==> config.mk <==
export PLATFORM = sky130hd
export DESIGN_NAME = mix_columns_seq
export DESIGN_NICKNAME = d
export VERILOG_FILES = /design/src/rtl/mix_columns_seq.sv
export SDC_FILE = /design/constraint.sdc
export NUM_CORES = 1
export LEC_CHECK = 0
export BUFFER_PORTS_ARGS = -buffer_cell sky130_fd_sc_hd__buf_2
export CAP_MARGIN = 20
export CORE_ASPECT_RATIO = 1.2
export CORE_MARGIN = 5
export CORE_UTILIZATION = 29
export CTS_CLUSTER_SIZE = 10
export DETAILED_ROUTE_END_ITERATION = 8
export RECOVER_POWER = 100
export SLEW_MARGIN = 10
export SYNTH_ARGS = -nofsm -noshare
export SYNTH_HDL_FRONTEND = slang
export SYNTH_SLANG_ARGS = --single-unit
==> constraint.sdc <==
create_clock -name clk -period 5 [get_ports clk]
set_input_delay 0.5 -clock clk [delete_from_list [all_inputs] [get_ports clk]]
set_output_delay 0.5 -clock clk [all_outputs]
set_load 0.05 [all_outputs]
==> src/rtl/mix_columns_seq.sv <==
// rtl/mix_columns_seq.sv - column-serial forward AES MixColumns engine with per-block bypass
module mix_columns_seq (
    input  logic         clk,
    input  logic         rst_n,
    input  logic         in_valid,
    output logic         in_ready,
    input  logic [127:0] state_in,
    input  logic         bypass,
    output logic         out_valid,
    input  logic         out_ready,
    output logic [127:0] state_out,
    output logic         busy
);

    typedef enum logic [1:0] {IDLE, BUSY, DONE} state_t;

    state_t       state_q, state_d;
    logic [1:0]   col_q, col_d;
    logic         byp_q, byp_d;
    logic [127:0] in_q, in_d;
    logic [127:0] res_q, res_d;
    logic [31:0]  col_in;
    logic [31:0]  col_out;

    function automatic logic [7:0] xtime(input logic [7:0] x);
        return {x[6:0], 1'b0} ^ (x[7] ? 8'h1b : 8'h00);
    endfunction

    function automatic logic [31:0] mix_col(input logic [31:0] a);
        logic [7:0] a0, a1, a2, a3;
        logic [7:0] r0, r1, r2, r3;
        a0 = a[31:24];
        a1 = a[23:16];
        a2 = a[15:8];
        a3 = a[7:0];
        r0 = xtime(a0) ^ xtime(a1) ^ a1 ^ a2 ^ a3;
        r1 = a0 ^ xtime(a1) ^ xtime(a2) ^ a2 ^ a3;
        r2 = a0 ^ a1 ^ xtime(a2) ^ xtime(a3) ^ a3;
        r3 = xtime(a0) ^ a0 ^ a1 ^ a2 ^ xtime(a3);
        return {r0, r1, r2, r3};
    endfunction

    always_comb begin
        col_in = in_q[127:96];
        case (col_q)
            2'd0: col_in = in_q[127:96];
            2'd1: col_in = in_q[95:64];
            2'd2: col_in = in_q[63:32];
            2'd3: col_in = in_q[31:0];
            default: col_in = in_q[127:96];
        endcase
        col_out = byp_q ? col_in : mix_col(col_in);
    end

    always_comb begin
        state_d = state_q;
        col_d   = col_q;
        byp_d   = byp_q;
        in_d    = in_q;
        res_d   = res_q;
        case (state_q)
            IDLE: begin
                if (in_valid) begin
                    in_d    = state_in;
                    byp_d   = bypass;
                    col_d   = 2'd0;
                    state_d = BUSY;
                end
            end
            BUSY: begin
                case (col_q)
                    2'd0: res_d[127:96] = col_out;
                    2'd1: res_d[95:64]  = col_out;
                    2'd2: res_d[63:32]  = col_out;
                    2'd3: res_d[31:0]   = col_out;
                    default: res_d = res_q;
                endcase
                col_d = col_q + 2'd1;
                if (col_q == 2'd3) begin
                    state_d = DONE;
                end
            end
            DONE: begin
                if (out_ready) begin
                    state_d = IDLE;
                end
            end
            default: state_d = IDLE;
        endcase
    end

    always_ff @(posedge clk) begin
        if (!rst_n) begin
            state_q <= IDLE;
            col_q   <= 2'd0;
            byp_q   <= 1'b0;
            in_q    <= '0;
            res_q   <= '0;
        end else begin
            state_q <= state_d;
            col_q   <= col_d;
            byp_q   <= byp_d;
            in_q    <= in_d;
            res_q   <= res_d;
        end
    end

    // Handshake outputs depend on registered state only.
    assign in_ready  = (state_q == IDLE);
    assign busy      = (state_q == BUSY);
    assign out_valid = (state_q == DONE);
    assign state_out = res_q;

endmodule

; ---- Yosys cells after proc, flatten, opt, wreduce, memory -nomap -nowiden
; Index checks and enable logic that the tools add are counted.
[classes]
add_sub_neg = 1
eq_ne = 8
muxes = 12
bitwise_logic = 20
n_reduce_logical = 10
[op_table]
columns = op, count
row1 = 32-bit case mux with 4 select lines, 1
row2 = 8-bit XOR, 16
row3 = 32-bit two-way mux, 1
row4 = 8-bit by 5-bit XOR with 8-bit output, 4
row5 = 5-bit two-way mux, 4
row6 = 2-bit AND reduction, 6
row7 = 2-bit two-way mux, 4
row8 = "2-bit equality test, second input constant", 3
row9 = 2-bit case mux with 3 select lines, 1
row10 = "2-bit by 1-bit equality test with 1-bit output, second input constant", 2
row11 = 2-bit zero test, 2
row12 = "2-bit by 1-bit inequality test with 1-bit output, second input constant", 2
row13 = 2-bit case mux with 2 select lines, 1
row14 = 3-bit AND reduction, 1
row15 = "2-bit by 1-bit adder with 2-bit output, second input constant", 1
row16 = "2-bit inequality test, second input constant", 1
row17 = 2-bit nonzero test, 1
[totals]
ff_bits = 261
in_bits = 133
out_inout_bits = 131
wordCells = 59

; ---- Longest topological paths before layout
; Gate-level depths: netlist of run 1.
[logic_depth]
depth_word = 9
ltp_mapped = 12

; ---- Least setup slack after synthesis of run 1
; OpenSTA, ideal clock, no wires.
[synth_timing]
path_kind = reg2reg
from = reg col_q[0]
to = reg res_q[81] (netlist: state_out[81])
setup_time_ns = 0.143
arrival_ns = 2.640
path_slack_ns = 2.217
stages_incl_launch_ff = 12
n_path_buf = 5
period_less_slack_ns = 2.783
path_cell_list = dfxtp_1 inv_1 ha_1 clkbuf_1 inv_1 clkbuf_1 buf_1 clkbuf_1 clkbuf_1 nand2_1 o21ai_0 o221ai_1
[synth_via]
elab_chain_len = 9
elab_cells_between_ends = 15
cone_classes = eq/ne: 3 / mux: 4 / bitwise: 6 / reduce/logical: 2
[synth_rtl]
columns = item, line
row1 = start: declaration, 18  ; logic [1:0] col_q, col_d;
row2 = start signal: assignment, 101  ; col_q <= col_d;
row3 = "2-bit equality test, or another cell as far along", 45  ; case (col_q)
row4 = 32-bit case mux with 4 select lines, 45
row5 = 5-bit two-way mux, 26  ; return {x[6:0], 1'b0} ^ (x[7] ? 8'h1b : 8'h00);
row6 = 8-bit by 5-bit XOR with 8-bit output, 26
row7 = 8-bit XOR (4 in a row), 37  ; r1 = a0 ^ xtime(a1) ^ xtime(a2) ^ a2 ^ a3;
row8 = 32-bit two-way mux, 52  ; col_out = byp_q ? col_in : mix_col(col_in);
row9 = end signal: assignment, 104  ; res_q <= res_d;
row10 = end: declaration, 21  ; logic [127:0] res_q, res_d;
; Parallel ways exist; a longest one is shown, timed or not.
; A chain may end at the register's enable or synchronous reset.

; ---- Final worst setup path of run 1
[layout_timing]
from = reg col_q[0]
to = reg res_q[108] (netlist: state_out[108])
[layout_via]
elab_chain_len = 8
elab_cells_between_ends = 15
cone_classes = eq/ne: 3 / mux: 4 / bitwise: 6 / reduce/logical: 2
[layout_rtl]
columns = item, line
row1 = "2-bit equality test, or another cell as far along", 45
row2 = 32-bit case mux with 4 select lines, 45
row3 = 5-bit two-way mux, 26
row4 = 8-bit by 5-bit XOR with 8-bit output, 26
row5 = 8-bit XOR (3 in a row), 38  ; r2 = a0 ^ a1 ^ xtime(a2) ^ xtime(a3) ^ a3;
row6 = 32-bit two-way mux, 52
; Parallel ways exist; a longest one is shown, timed or not.

==> flow_metrics.py, run 1 <==
metrics = {
    "run_status": {
        "status": "complete, but fails checks",
        "violations": "capacitance limit, slew limit",
    },
    "timing": {
        "fmax_mhz": 241.9,
        "setup_viol": 0,
        "clock_skew_ns": 0.01712,
        "period_share_pct": 82.68,
        "slew_violations": 81,
        "rsz0062_at_grt": "false",
        "tightest_slew_ns": 3.261,
        "slew_headroom_pct": -117.4,
        "period_needed_ns": 4.134,
        "finalHoldViolCount": 0,
        "fin_tns_setup_ns": 0,
    },
    "yosys": {
        "synthFlopType": "dfxtp_1",
        "synth_cell_type_count": 45,
        "ys_ff_latch": 261,
        "synth.top_cell.area_share_pct": 41.97,
        "synth_fa_ha_area_share_pct": 0.5025,
        "synth_compound_area_share_pct": 23.50,
        "synthesis.area_mm2": 0.01245,
        "synth_area_leaders": "dfxtp_1 42%, nand2_1 12%, xnor2_1 9.2%, a21boi_0 7.8%, clkbuf_1 3.8%",
        "synthMuxAreaShare_pct": 1.638,
        "synth_xor_area_share_pct": 13.23,
        "syn_nets": 1619,
        "syn_area_per_cell_um2": 8.407,
        "ys_warn_count": 0,
        "ys_seq_area_share_pct": 41.97,
        "async_flop_share_pct": 0,
        "yosys.area_share.simple_pct": 14.36,
        "postSynthCellCount": 1481,
        "synth_top_area_cell": "dfxtp_1",
        "synth_top_family_by_area": "compound AO/OA/AOI/OAI gates",
        "synth_edf_count": 0,
    },
    "place": {
        "place.detailed.hpwl_um": 33740,
        "gp_congestion": 0.9389,
        "portBuffers": 263,
    },
    "global_routing": {
        "gr-total-overflow": 0,
        "grtUsageTotal_pct": 18.27,
        "grt_max_degree": 148,
        "grt_pass1_vias": 10990,
        "grt_pass1_wl_um": 67070,
        "antenna_found_initial": 0,
    },
    "clocking": {
        "holdBufCountCts": 0,
        "cts_resized": 0,
        "cts_setup_buffers": 0,
        "clk_pin_slew_worst_paths_ns": 0.05,
        "cts.sinks": 261,
        "clk_latency_ns": 0.56,
        "root_buffer": "clkbuf_16",
        "clock_path_buffers": 3,
        "cts_tree": "yes",
        "numCtsBuffers": 30,
        "htreeDepth": 1,
    },
    "routing": {
        "viasPerCell": 5.078,
        "drtIter0Drc": 884,
        "drt-pass1-iter-count": 6,
        "highest_layer": "met4",
        "via_count": 11330,
        "wl_met3_um": 2758,
        "drt_wl_total_um": 45560,
        "wl_met1_um": 19610,
        "drcViolationCount": 0,
        "dr_wl_met2_um": 21850,
        "wire_per_inst_um": 20.43,
        "ant_nets": 0,
    },
    "power": {
        "leakagePower_nw": 5.563,
        "power_mw": 5.334,
        "vdd_drop_max_mv": 0.2223,
        "powerDensity_mw_per_mm2": 359.6,
    },
    "finish": {
        "area_growth_syn_to_layout_pct": 19.13,
        "diodes": 0,
        "n_fill_cell": 4557,
        "fin_util_pct": 34.75,
        "drive_gt1_share_pct": 12.57,
        "finalNetCount": 1812,
    },
    "critical_path": {
        "critical_path_class": "register to register",
        "cp.required_ns": 5.39,
        "crit_fanout": 24,
        "cp.arrival_ns": 4.53,
        "startpoint_type": "register",
        "crit_path_end_kind": "register",
    },
    "floorplanning": {
        "die_h_um": 237.0,
        "die_area_mm2": 0.04719,
        "core_area_mm2": 0.04268,
        "die_x_um": 199.2,
        "ios": 264,
        "rows": 83,
        "start_util_pct": 29.17,
    },
    "hold_path": {
        "min_path_type": "input port to register",
    },
    "job": {
        "cap_violations": 1,
    },
}
placed cells by master (no fill, tap or decap), types with 9 or more instances in the layout:
| master | synthesis | layout |
|---|---|---|
| o211a_1 | 9 | 9 |
| inv_1 | 12 | 11 |
| o221ai_1 | 49 | 49 |
| nor2b_1 | 9 | 9 |
| buf_2 | 7 | 131 |
| o22ai_1 | 16 | 16 |
| dfxtp_1 | 261 | 261 |
| a21boi_0 | 130 | 130 |
| o21ai_0 | 84 | 84 |
| nor2_1 | 28 | 28 |
| xor2_1 | 52 | 52 |
| nand2_1 | 387 | 386 |
| and2_1 | 10 | 9 |
| a21oi_1 | 66 | 67 |
| a222oi_1 | 32 | 32 |
| clkbuf_1 | 125 | 140 |
| buf_4 | 1 | 27 |
| clkbuf_16 | 0 | 31 |
| xnor2_1 | 131 | 131 |
Yosys cell counts, types with 3 or more instances:
| library cell | number |
|---|---|
| nand2b_1 | 3 |
| xor2_1 | 52 |
| nand3_1 | 3 |
| buf_2 | 7 |
| a211oi_1 | 7 |
| a31o_2 | 4 |
| clkbuf_1 | 125 |
| o221ai_1 | 49 |
| dfxtp_1 | 261 |
| mux4_2 | 5 |
| o21a_1 | 3 |
| a21oi_1 | 66 |
| buf_6 | 3 |
| o22ai_2 | 4 |
| a222oi_1 | 32 |
| o22ai_1 | 16 |
| o32ai_1 | 4 |
| o21ai_0 | 84 |
| mux2i_1 | 8 |
| xnor2_1 | 131 |
| nand2_1 | 387 |
| nor4_1 | 3 |
| ha_1 | 5 |
| o211a_1 | 9 |
| and2_1 | 10 |
| inv_1 | 12 |
| a21boi_0 | 130 |
| nor2b_1 | 9 |
| nor2_1 | 28 |
layout make-up:
class | count | area (um^2) | area share, %
tap | 552 | 690.7 | 4.656
inverter | 12 | 45.04 | 0.3037
sequential | 261 | 5225 | 35.23
clock inverter | 1 | 5.005 | 0.03374
timing repair buffer | 299 | 1431 | 9.650
clock buffer | 35 | 810.8 | 5.466
multi-input combinational | 1070 | 6625 | 44.66
metal layers:
metal | GRT usage [%] | vias to the layer above
met4 | 5.203 | 0
met1 | 24.53 | 5370
met2 | 30.73 | 428
met5 | 0 | -
met3 | 2.291 | 83
li1 | - | 5444
per-stage QoR:
step / cells / instance area, um^2 / hold WS, ns / setup WS, ns
2_1_floorplan: 1481 / 12450 / 0.4428 / 2.217
5_1_grt: 2230 / 14830 / 0.1861 / 0.6231
3_5_place_dp: 2193 / 14200 / 0.4455 / 1.089
4_1_cts: 2229 / 15020 / 0.1659 / 1.066
6_report: 2230 / 14830 / 0.1936 / 0.8660
3_3_place_gp: 2193 / 14200 / 0.4428 / 1.159
registers in the layout, summed over array words and instances (netlist names):
register	cells
state_q	2
col_q	2
in_q	128
state_out	128
byp_q	1
critical path, stage by stage (launching register included):
cell and delay (ns):
dfxtp_1 0.34, inv_1 0.11, ha_1 0.77, clkbuf_1 0.48
a222oi_1 0.19, clkbuf_1 0.32, xnor2_1 0.20, o21ai_0 0.71
xor2_1 0.18, xnor2_1 0.47, o221ai_1 0.20
worst paths after layout:
path | endpoint | slack, ns | start | cells past startpoint
max reg2reg | state_out[108]$_SDFFE_PN0P_ | 0.87 | col_q[0]$_SDFFE_PN0P_ | 10
min reg2reg | state_out[44]$_SDFFE_PN0P_ | 0.46 | state_out[44]$_SDFFE_PN0P_ | 2
max | state_out[108]$_SDFFE_PN0P_ | 0.87 | col_q[0]$_SDFFE_PN0P_ | 10
min | in_q[48]$_SDFFE_PN0P_ | 0.19 | state_in[48] | 3
power breakdown:
| part | switching [mW] | total, mW | internal, mW |
|---|---|---|---|
| sequential | 0.100 | 2.29 | 2.19 |
| combinational | 0.763 | 1.12 | 0.358 |
| clock | 0.809 | 1.92 | 1.12 |
| total | 1.67 | 5.33 | 3.66 |
logic make-up (layout without fill, tap and decap cells):
family,count (synthesis),in the layout
AND/OR/NAND/NOR,451,451
AO/OA/AOI/OAI,415,415
flip-flops,261,261
XOR/XNOR,185,185
buffers and inverters,150,347
multiplexers,14,14
adder cells (fa/ha/maj),5,5
No activity file was read; power rests on OpenSTA's default activity.
==> run 2, diff against run 1 <==
==> constraint.sdc (replaced) <==
create_clock -name clk -period 3.7 [get_ports clk]
set_input_delay 0.37 -clock clk [delete_from_list [all_inputs] [get_ports clk]]
set_output_delay 0.37 -clock clk [all_outputs]
set_load 0.05 [all_outputs]
==> run 2 against run 1 <==
  * The flow now finishes without violations
  * Combinational power up 39%
  * Non-clock buffer count up 28
  * Cell area up 1.5%
  * Critical path depth up 1
  * Fmax up 19%
  * Die area unchanged
  * Flip-flop and latch count unchanged
  * Routed wire length down 1.0%
  * Clock-buffer cell count up 2
==> flow_metrics.py, run 2 (synthesis results as in run 1) <==
metrics = {
    "run_status": {
        "status": "completed",
    },
    "routing": {
        "drt-pass1-iter-count": 7,
        "wl_met1_um": 19310,
        "drcViolationCount": 0,
        "viasPerCell": 5.093,
        "dr_wl_met2_um": 21550,
        "ant_nets": 0,
        "wire_per_inst_um": 19.93,
        "wl_met3_um": 2887,
        "via_count": 11530,
        "drt_wl_total_um": 45100,
        "highest_layer": "met4",
        "drtIter0Drc": 1001,
    },
    "critical_path": {
        "cp.arrival_ns": 3.94,
        "startpoint_type": "register",
        "crit_path_end_kind": "register",
        "critPathSlowestCell": "clkbuf_1",
        "crit_fanout": 25,
        "cp.required_ns": 4.18,
        "path_cells": "inv_1 -> ha_1 -> buf_12 -> a222oi_1 -> clkbuf_1 -> xnor2_1 -> o21ai_0 -> clkbuf_1 -> nor4_1 -> or3_1 -> o22ai_1",
        "critical_path_class": "register to register",
        "crit_path_frequent_cell": "clkbuf_1",
        "slowest_delay_ns": 0.53,
    },
    "finish": {
        "diodes": 0,
        "finalNetCount": 1841,
        "area_growth_syn_to_layout_pct": 20.89,
        "final_common_cell": "nand2_1",
        "fin_util_pct": 35.27,
        "final_cells": 2263,
        "final_cell_mix": "386 x nand2_1, 261 x dfxtp_1, 154 x clkbuf_1",
        "drive_gt1_share_pct": 13.44,
    },
    "floorplanning": {
        "die_h_um": 237.0,
        "die_area_mm2": 0.04719,
        "rows": 83,
        "die_x_um": 199.2,
        "ios": 264,
        "start_util_pct": 29.17,
        "core_area_mm2": 0.04268,
    },
    "clocking": {
        "numCtsBuffers": 31,
        "clock_path_buffers": 3,
        "clk_latency_ns": 0.57,
        "clk_pin_slew_worst_paths_ns": 0.05,
        "holdBufCountCts": 0,
        "cts_setup_buffers": 0,
        "root_buffer": "clkbuf_16",
        "cts.sinks": 261,
        "cts_resized": 0,
        "cts_tree": "yes",
        "htreeDepth": 1,
    },
    "timing": {
        "period_needed_ns": 3.466,
        "rsz0062_at_grt": "false",
        "tightest_slew_ns": 1.234,
        "period_share_pct": 93.69,
        "fmax_mhz": 288.5,
        "slew_violations": 0,
        "slew_headroom_pct": 17.74,
        "fin_tns_setup_ns": 0,
        "finalHoldViolCount": 0,
        "clock_skew_ns": 0.02381,
        "setup_viol": 0,
    },
    "power": {
        "leakagePower_nw": 5.675,
        "clkPwrFrac_pct": 37.1,
        "combPwrFrac_pct": 21.1,
        "p_sw_share_pct": 31.26,
        "p_sw_mw": 2.309,
        "p_int_mw": 5.077,
        "seq_power_share_pct": 41.8,
        "powerDensity_mw_per_mm2": 490.7,
        "vdd_drop_max_mv": 0.3453,
    },
    "global_routing": {
        "grtUsageTotal_pct": 18.25,
        "grt_max_degree": 150,
        "gr-total-overflow": 0,
        "grt_pass1_wl_um": 67840,
        "antenna_found_initial": 0,
        "grt_pass1_vias": 11320,
    },
    "place": {
        "place_inst": 2222,
        "portBuffers": 263,
        "place.detailed.hpwl_um": 33550,
        "gp_congestion": 0.9156,
    },
    "hold_path": {
        "min_path_type": "input port to register",
    },
    "job": {
        "cap_violations": 0,
    },
}
[run 2: power groups by stage]
| stage | clock network, mW | registers (mW) | logic [mW] |
|---|---|---|---|
| after floorplan | 0 | 3.27 | 0.906 |
| after global placement | 0 | 3.14 | 1.59 |
| after detailed placement | 0 | 3.15 | 1.61 |
| after CTS | 2.80 | 3.09 | 1.61 |
| after global routing | 2.91 | 3.10 | 1.69 |
| final | 2.74 | 3.09 | 1.56 |
[run 2: final timing paths]
| path | from | endpoint | slack, ns | cells past startpoint |
|---|---|---|---|---|
| max reg2reg | col_q[1]$_SDFFE_PN0P_ | state_out[63]$_SDFFE_PN0P_ | 0.23 | 11 |
| min | state_in[103] | in_q[103]$_SDFFE_PN0P_ | 0.05 | 3 |
| min reg2reg | in_q[60]$_SDFFE_PN0P_ | in_q[60]$_SDFFE_PN0P_ | 0.47 | 2 |
| max | col_q[1]$_SDFFE_PN0P_ | state_out[63]$_SDFFE_PN0P_ | 0.23 | 11 |
[run 2: final cells by class]
| cell class | count | area [um^2] |
|---|---|---|
| inverters | 12 | 45.04 |
| flip-flops and latches | 261 | 5225 |
| clock buffers | 37 | 828.3 |
| multi-input cells | 1070 | 6621 |
| clock inverters | 4 | 48.80 |
| repair buffers | 327 | 1593 |
| well taps | 552 | 690.7 |
| fillers | 4526 | 27630 |
[run 2: worst max-delay path: cells and delay by family, from the launching register on]
kind / cells / cell delay [ns]
AO/OA/AOI/OAI: 3 / 0.74
XOR/XNOR: 1 / 0.13
adder cells (fa/ha/maj): 1 / 0.36
buffers and inverters: 4 / 1.14
flip-flops: 1 / 0.38
AND/OR/NAND/NOR: 2 / 0.61
[run 2: metrics by stage]
stage	hold WS (ns)	worst slack [ns]	instance area (um^2)	total power, mW
6_report	0.05056	0.2335	15050	7.386
5_1_grt	0.05053	0.08148	15050	7.704
4_1_cts	0.03096	0.3118	15310	7.496
3_5_place_dp	0.4500	0.3296	14440	4.752
3_3_place_gp	0.4473	0.4637	14440	4.735
2_1_floorplan	0.4428	0.9165	12450	4.179
[run 2: layer usage]
layer | vias up | track usage (%)
li1 | 5500 | -
met1 | 5494 | 24.34
met2 | 457 | 30.75
met3 | 75 | 2.206
met4 | 0 | 5.618
met5 | - | 0
